File: config.mk
export PLATFORM = sky130hd
export DESIGN_NAME = iter_shifter_flat
export DESIGN_NICKNAME = d
export VERILOG_FILES = /design/src/rtl/iter_shifter_if.sv /design/src/rtl/iter_shifter.sv /design/src/flat_wrapper.sv
export SDC_FILE = /design/constraint.sdc
export NUM_CORES = 1
export LEC_CHECK = 0
export CAP_MARGIN = 0
export CORE_ASPECT_RATIO = 1.75
export CORE_UTILIZATION = 45
export CTS_CLUSTER_SIZE = 10
export DETAILED_ROUTE_END_ITERATION = 10
export DONT_BUFFER_PORTS = 1
export GPL_TIMING_DRIVEN = 1
export SYNTH_ARGS = -nofsm -noshare
export SYNTH_HDL_FRONTEND = slang
export SYNTH_SLANG_ARGS = --single-unit
export TNS_END_PERCENT = 30
File: constraint.sdc
create_clock -name clk -period 3.4 [get_ports clk]
set_input_delay 0.68 -clock clk [delete_from_list [all_inputs] [get_ports clk]]
set_output_delay 0.68 -clock clk [all_outputs]
set_load 0.005 [all_outputs]
File: src/rtl/iter_shifter_if.sv
// Purpose: request/result bundle for iter_shifter (start, operand, amount and mode in; busy, done, result out).
// Ports: start/din/amt/mode driven by the requester; busy/done/dout driven by the shifter.
// The master modport is the requester side and the slave modport is the shifter side.
interface iter_shifter_if #(
  parameter int WIDTH = 8,
  parameter int SHW   = 3
);
  logic             start;
  logic [WIDTH-1:0] din;
  logic [SHW-1:0]   amt;
  logic [1:0]       mode;
  logic             busy;
  logic             done;
  logic [WIDTH-1:0] dout;

  modport master (
    output start, din, amt, mode,
    input  busy, done, dout
  );

  modport slave (
    input  start, din, amt, mode,
    output busy, done, dout
  );
endinterface

File: src/rtl/iter_shifter.sv
// Purpose: multi-cycle shifter (LSL/LSR/ASR/ROL) that moves the operand one bit position per clock.
// Latency: a start accepted at edge E raises done in the cycle after edge E+amt+1; the minimum period is amt+3 cycles.
// Backpressure: start is sampled only while idle and ignored while busy (including the done cycle). dout holds between results.
// Ports: clk, rst (synchronous, active-high) and bus (iter_shifter_if.slave: start/din/amt/mode in, busy/done/dout out).
module iter_shifter #(
  parameter int WIDTH = 8,
  parameter int SHW   = 3
) (
  input  logic           clk,
  input  logic           rst,
  iter_shifter_if.slave  bus
);

  localparam logic [1:0] MODE_LSL = 2'b00;
  localparam logic [1:0] MODE_LSR = 2'b01;
  localparam logic [1:0] MODE_ASR = 2'b10;
  localparam logic [1:0] MODE_ROL = 2'b11;

  typedef enum logic [1:0] {
    IDLE  = 2'd0,
    SHIFT = 2'd1,
    DONE  = 2'd2
  } state_t;

  state_t           state;
  logic [WIDTH-1:0] sreg;
  logic [SHW-1:0]   count;
  logic [1:0]       mode_q;
  logic             busy_q;
  logic             done_q;
  logic [WIDTH-1:0] dout_q;
  logic [WIDTH-1:0] step;

  // A single-bit move of the working register in the latched mode.
  // Amounts of WIDTH or more are handled by repeating this step, so there is no saturation logic.
  always_comb begin
    step = sreg;
    case (mode_q)
      MODE_LSL: step = {sreg[WIDTH-2:0], 1'b0};
      MODE_LSR: step = {1'b0, sreg[WIDTH-1:1]};
      MODE_ASR: step = {sreg[WIDTH-1], sreg[WIDTH-1:1]};
      MODE_ROL: step = {sreg[WIDTH-2:0], sreg[WIDTH-1]};
      default:  step = sreg;
    endcase
  end

  always_ff @(posedge clk) begin
    if (rst) begin
      state  <= IDLE;
      sreg   <= '0;
      count  <= '0;
      mode_q <= MODE_LSL;
      busy_q <= 1'b0;
      done_q <= 1'b0;
      dout_q <= '0;
    end else begin
      case (state)
        IDLE: begin
          if (bus.start) begin
            sreg   <= bus.din;
            count  <= bus.amt;
            mode_q <= bus.mode;
            busy_q <= 1'b1;
            state  <= SHIFT;
          end
        end
        SHIFT: begin
          if (count != '0) begin
            sreg  <= step;
            count <= count - SHW'(1);
          end else begin
            // The result becomes visible only here, so intermediate values never reach dout.
            dout_q <= sreg;
            done_q <= 1'b1;
            state  <= DONE;
          end
        end
        DONE: begin
          done_q <= 1'b0;
          busy_q <= 1'b0;
          state  <= IDLE;
        end
        default: begin
          state <= IDLE;
        end
      endcase
    end
  end

  assign bus.busy = busy_q;
  assign bus.done = done_q;
  assign bus.dout = dout_q;

endmodule

File: src/flat_wrapper.sv
// flat-port wrapper written by rule: the top's interface ports become plain ports
module iter_shifter_flat 
#(
  parameter int WIDTH = 8,
  parameter int SHW   = 3
)
  (clk, rst, bus_start, bus_din, bus_amt, bus_mode, bus_busy, bus_done, bus_dout);
  iter_shifter_if #(.WIDTH(WIDTH), .SHW(SHW)) bus_i ();
  input  logic clk;
  input  logic rst;
  input wire logic [$bits(bus_i.start)-1:0] bus_start;
  input wire logic [$bits(bus_i.din)-1:0] bus_din;
  input wire logic [$bits(bus_i.amt)-1:0] bus_amt;
  input wire logic [$bits(bus_i.mode)-1:0] bus_mode;
  output wire logic [$bits(bus_i.busy)-1:0] bus_busy;
  output wire logic [$bits(bus_i.done)-1:0] bus_done;
  output wire logic [$bits(bus_i.dout)-1:0] bus_dout;
  assign bus_i.start = bus_start;
  assign bus_i.din = bus_din;
  assign bus_i.amt = bus_amt;
  assign bus_i.mode = bus_mode;
  assign bus_busy = bus_i.busy;
  assign bus_done = bus_i.done;
  assign bus_dout = bus_i.dout;
  iter_shifter #(.WIDTH(WIDTH), .SHW(SHW)) u_core (.clk(clk), .rst(rst), .bus(bus_i));
endmodule
=== Word level (Yosys, flattened, before mapping) ===
Index checks and enable logic that the tools add are counted.

* Add/subtract/negate cells: 1
* Eq/ne operators: 9
* Multiplexer cells: 14
* Bitwise logic cells: 1
* Reductions and logical operators: 13

{| class="wikitable"
|+ Operators by type and width
! operator !! number
|-
| 8-bit case mux with 4 select lines || 1
|-
| 8-bit 2-to-1 mux || 2
|-
| 8-bit case mux with 2 select lines || 1
|-
| 2-bit AND reduction || 5
|-
| 2-bit equality test, second input constant || 3
|-
| 3-bit 2-to-1 mux || 2
|-
| 2-bit inequality test, second input constant || 3
|-
| 3-bit case mux with 2 select lines || 1
|-
| 2-bit nonzero test || 3
|-
| 2-bit by 1-bit equality test with 1-bit output, second input constant || 2
|-
| 2-bit logical NOT || 2
|-
| 2-bit 2-to-1 mux || 2
|-
| 1-bit case mux with 2 select lines || 2
|-
| 2-bit case mux with 2 select lines || 1
|-
| 4-bit AND reduction || 1
|-
| 3-bit AND reduction || 1
|-
| 3-bit nonzero test || 1
|-
| 3-bit by 1-bit subtractor with 3-bit output, second input constant || 1
|-
| 1-bit 2-to-1 mux || 2
|-
| 2-bit by 1-bit inequality test with 1-bit output, second input constant || 1
|-
| 1-bit inverter || 1
|}

* Register bits: 25
* Output and inout port bits: 10
* Word-level logic and storage cells: 46

=== Longest topological paths before layout ===
* Depth in word-level cells: 4
* Depth in mapped cells: 8

=== Worst setup path after synthesis ===
OpenSTA, ideal clock, no wires.

* Path kind: reg-to-reg
* From: register u_core.count[0]
* To: register u_core.sreg[7]
* Arrival time: 1,604 ps
* Data required time: 3,314 ps
* Slack: 1,711 ps
* Cell stages (with the launch flop): 7
* Period minus slack after synthesis: 1,689 ps
* Cell sequence: dfxtp_1 > inv_1 > ha_1 > ha_1 > clkbuf_1 > or4b_1 > a211oi_1

* Longest elaborated chain between the ends: 3

{| class="wikitable"
|+ RTL lines
! item !! RTL line !! source
|-
| start: declaration || iter_shifter.sv:27 || <nowiki>logic [SHW-1:0] count;</nowiki>
|-
| start signal: assignment || iter_shifter.sv:61 || <nowiki>count <= bus.amt;</nowiki>
|-
| start signal: assignment || iter_shifter.sv:70 || <nowiki>count <= count - SHW'(1);</nowiki>
|-
| 3-bit nonzero test || iter_shifter.sv:68 || <nowiki>if (count != '0) begin</nowiki>
|-
| 2-bit by 1-bit inequality test with 1-bit output (no line) || -- ||
|-
| 4-bit AND reduction (no line) || -- ||
|-
| end signal: assignment || iter_shifter.sv:60 || <nowiki>sreg <= bus.din;</nowiki>
|-
| end signal: assignment || iter_shifter.sv:69 || <nowiki>sreg <= step;</nowiki>
|-
| end: declaration || iter_shifter.sv:26 || <nowiki>logic [WIDTH-1:0] sreg;</nowiki>
|}

No other way between the ends.
A chain may end at the register's enable or synchronous reset.

=== Worst setup path in the final report ===
* From: register u_core.count[0]
* To: register u_core.count[0]

* Longest elaborated chain between the ends: 3
* Elaborated cells on any way between the ends: 6
* Those cells by class: add/sub (1); eq/ne (1); mux (2); reduce/logical (2)

{| class="wikitable"
|+ RTL lines
! item !! RTL line
|-
| 3-bit by 1-bit subtractor with 3-bit output / 3-bit nonzero test (equally long branches) || iter_shifter.sv:70, iter_shifter.sv:68
|-
| 3-bit 2-to-1 mux / 2-bit by 1-bit inequality test with 1-bit output (equally long branches) || --
|-
| 3-bit case mux with 2 select lines / 3-bit AND reduction (equally long branches) || --
|}

Parallel ways exist; a longest one is shown, timed or not. The select of a mux whose other input is x is not followed.

==> results.ini <==
[timing]
fmax_ghz = 0.491
skew_ns = 0.00426
tightest_slew_ns = 0.595
hold_slack_ns = 0.456
fin_crit_ns = 2.04
final-setup-viol-count = 0
setup_ws_ns = 1.36
slew_violations = 0
finalHoldViolations = 0
grt_setup_unrepaired = false
slew_headroom_pct = 60.3
tns_ns = 0
period_share_pct = 59.9

[global_routing]
grt_pass1_vias = 933
grt_use_total_pct = 20.1
grt.overflow.total = 0
antenna_found_initial = 0
grt_max_degree = 26
grt_pass1_wl_mm = 4.18

[floorplanning]
die_area_um2 = 2800
rows = 24
ios = 26
coreArea_um2 = 2460
initial_utilization_pct = 47.3
die_h_um = 69.3
dieWidth_um = 40.4

[clocking]
cts_max_level = 1
clk_pin_slew_ns = 0.08
cts_sinks = 25
hold_buffers = 0
postCtsSetupBuffers = 0
cts_made_buffers = 3
clk_latency_ns = 0.26
cts_tree = built
cts_resized = 0
clock_path_buffers = 2
cts_root_buf = clkbuf_8

[synth]
netlist_area_um2 = 1160
yosysWarnings = 0
syn_inst = 137
synth_fp_nets = 155
synth_cell_types = 24
synth_seq_cells = 25
ys_seq_area_share_pct = 43.0
syn_avg_cell_area_um2 = 8.49

[worst_setup_path]
end_kind = register
critPathRequiredTime_ns = 3.58
slowest_stage = a21o_1
cp_top_family = compound AO/OA/AOI/OAI gates
path_buf_inv = 1
arrival_ns = 2.22
cp_cell_sequence = inv_1 -> ha_1 -> ha_1 -> nand2b_1 -> a21o_1 -> o21bai_1 -> a211oi_1
crit_top_cell = ha_1
critical-path-max-stage-delay_ns = 0.39
critPathKind = reg2reg
path_max_fanout = 21
cp-start-kind = register

[power_and_ir_drop]
power_density_nw_per_um2 = 536
ir_drop_mv = 0.313
p_leak_nw = 0.422

[route]
num_vias = 921
first_pass_iters = 4
avgViaCountPerCell = 5.83
wl_per_cell_um = 15.2
finalWirelength_mm = 2.40
drc = 0
final_antenna_net_count = 0
drtIter0Drc = 24

[finish]
finalInstanceArea_um2 = 1210
finalNetCount = 151
layout_common_cells = dfxtp_1 (25), nand2_1 (19), nor2_1 (13)
antenna_cells = 0
layout_commonest_cell = dfxtp_1
drive_above_1_share_pct = 9.09
area_delta_synth_final_pct = 3.98

[placement]
gp_congestion = 0.787
hpwl_mm = 1.70
placedInstanceArea_um2 = 1160
pre_cts_ws_ns = 1.39
io_buffers = 0

[job]
max-cap-violations = 0

[run_status]
status = finished clean

[worst_hold_path]
hold_class = reg2reg

through the flow:
step	power, mW	cells	util [%]
6_report	0.649	158	49.1
5_1_grt	0.690	158	49.1
4_1_cts	0.657	158	49.1
3_5_place_dp	0.480	154	47.2
3_3_place_gp	0.476	154	47.2
2_1_floorplan	0.460	137	-
where the power goes:
| part | internal (mW) | switching, mW |
|---|---|---|
| combinational | 0.0540 | 0.0754 |
| clock | 0.0829 | 0.0933 |
| sequential | 0.319 | 0.0245 |
path summary, 6_finish.rpt:
| check | to | cells past startpoint | from | slack, ns |
|---|---|---|---|---|
| worst max-delay path | u_core.count[0] | 7 | u_core.count[0] | 1.36 |
| worst min-delay path | u_core.count[1] | 2 | u_core.count[1] | 0.46 |
| worst max register to register | u_core.count[0] | 7 | u_core.count[0] | 1.36 |
| worst min register to register | u_core.count[1] | 2 | u_core.count[1] | 0.46 |
per-layer routing:
metal / up-vias / global-route usage [%] / wire length [um]
met5: - / 0 / 0
met4: 0 / 7.41 / 36
met3: 4 / 2.56 / 80
met2: 19 / 31.2 / 1260
met1: 437 / 27.0 / 1020
li1: 461 / - / -
area by class of cell:
class,instances,area [um^2]
timing repair buffer,1,7.51
sequential,25,500
tap,26,32.5
fill,239,1250
multi-input combinational,95,594
clock inverter,1,7.51
clock buffer,3,41.3
inverter,7,26.3
state kept, by name, indices dropped and copies added, names as in the netlist:
| signal | cells |
|---|---|
| u_core.state | 2 |
| u_core.bus.done | 1 |
| u_core.bus.dout | 8 |
| u_core.bus.busy | 1 |
| u_core.sreg | 8 |
| u_core.count | 3 |
| u_core.mode_q | 2 |
synth_stat cells, drive strengths merged:
master  count  area share, %
ha          2            2.2
a21oi      18            9.7
a311o       1           0.86
a221oi      1           0.75
a21o        1           0.65
mux2i       7            6.0
nand2b      3            1.6
dfxtp      25             43
nor3        1           0.43
or4b        1           0.86
nand3       8            3.4
buf         4            1.7
a211o       7            5.3
xor2        1            2.4
a211oi      5            3.2
nor2b       1           0.54
o22ai       1           0.54
nand2      19            6.1
inv         7            2.3
nor2       13            4.2
o21bai      1           0.65
clkbuf      6            1.9
o21ai       4            1.7
cell families after synthesis:
logic type      count (synthesis)  synth area share [%]
flops                          25                  43.0
compound gates                 39                  23.3
mux                             7                  6.02
buf+inv                        17                  5.91
simple gates                   46                  17.2
fa+ha+maj                       2                  2.15
xor+xnor                        1                  2.37
worst min-delay path: cells and delay by family (launching register included):
| family | cells | cell delay (ns) |
|---|---|---|
| AOI/OAI and AO/OA | 1 | 0.05 |
| DFF | 1 | 0.32 |
| and+or+nand+nor | 1 | 0.05 |
Power figures use the tool's default switching activity.
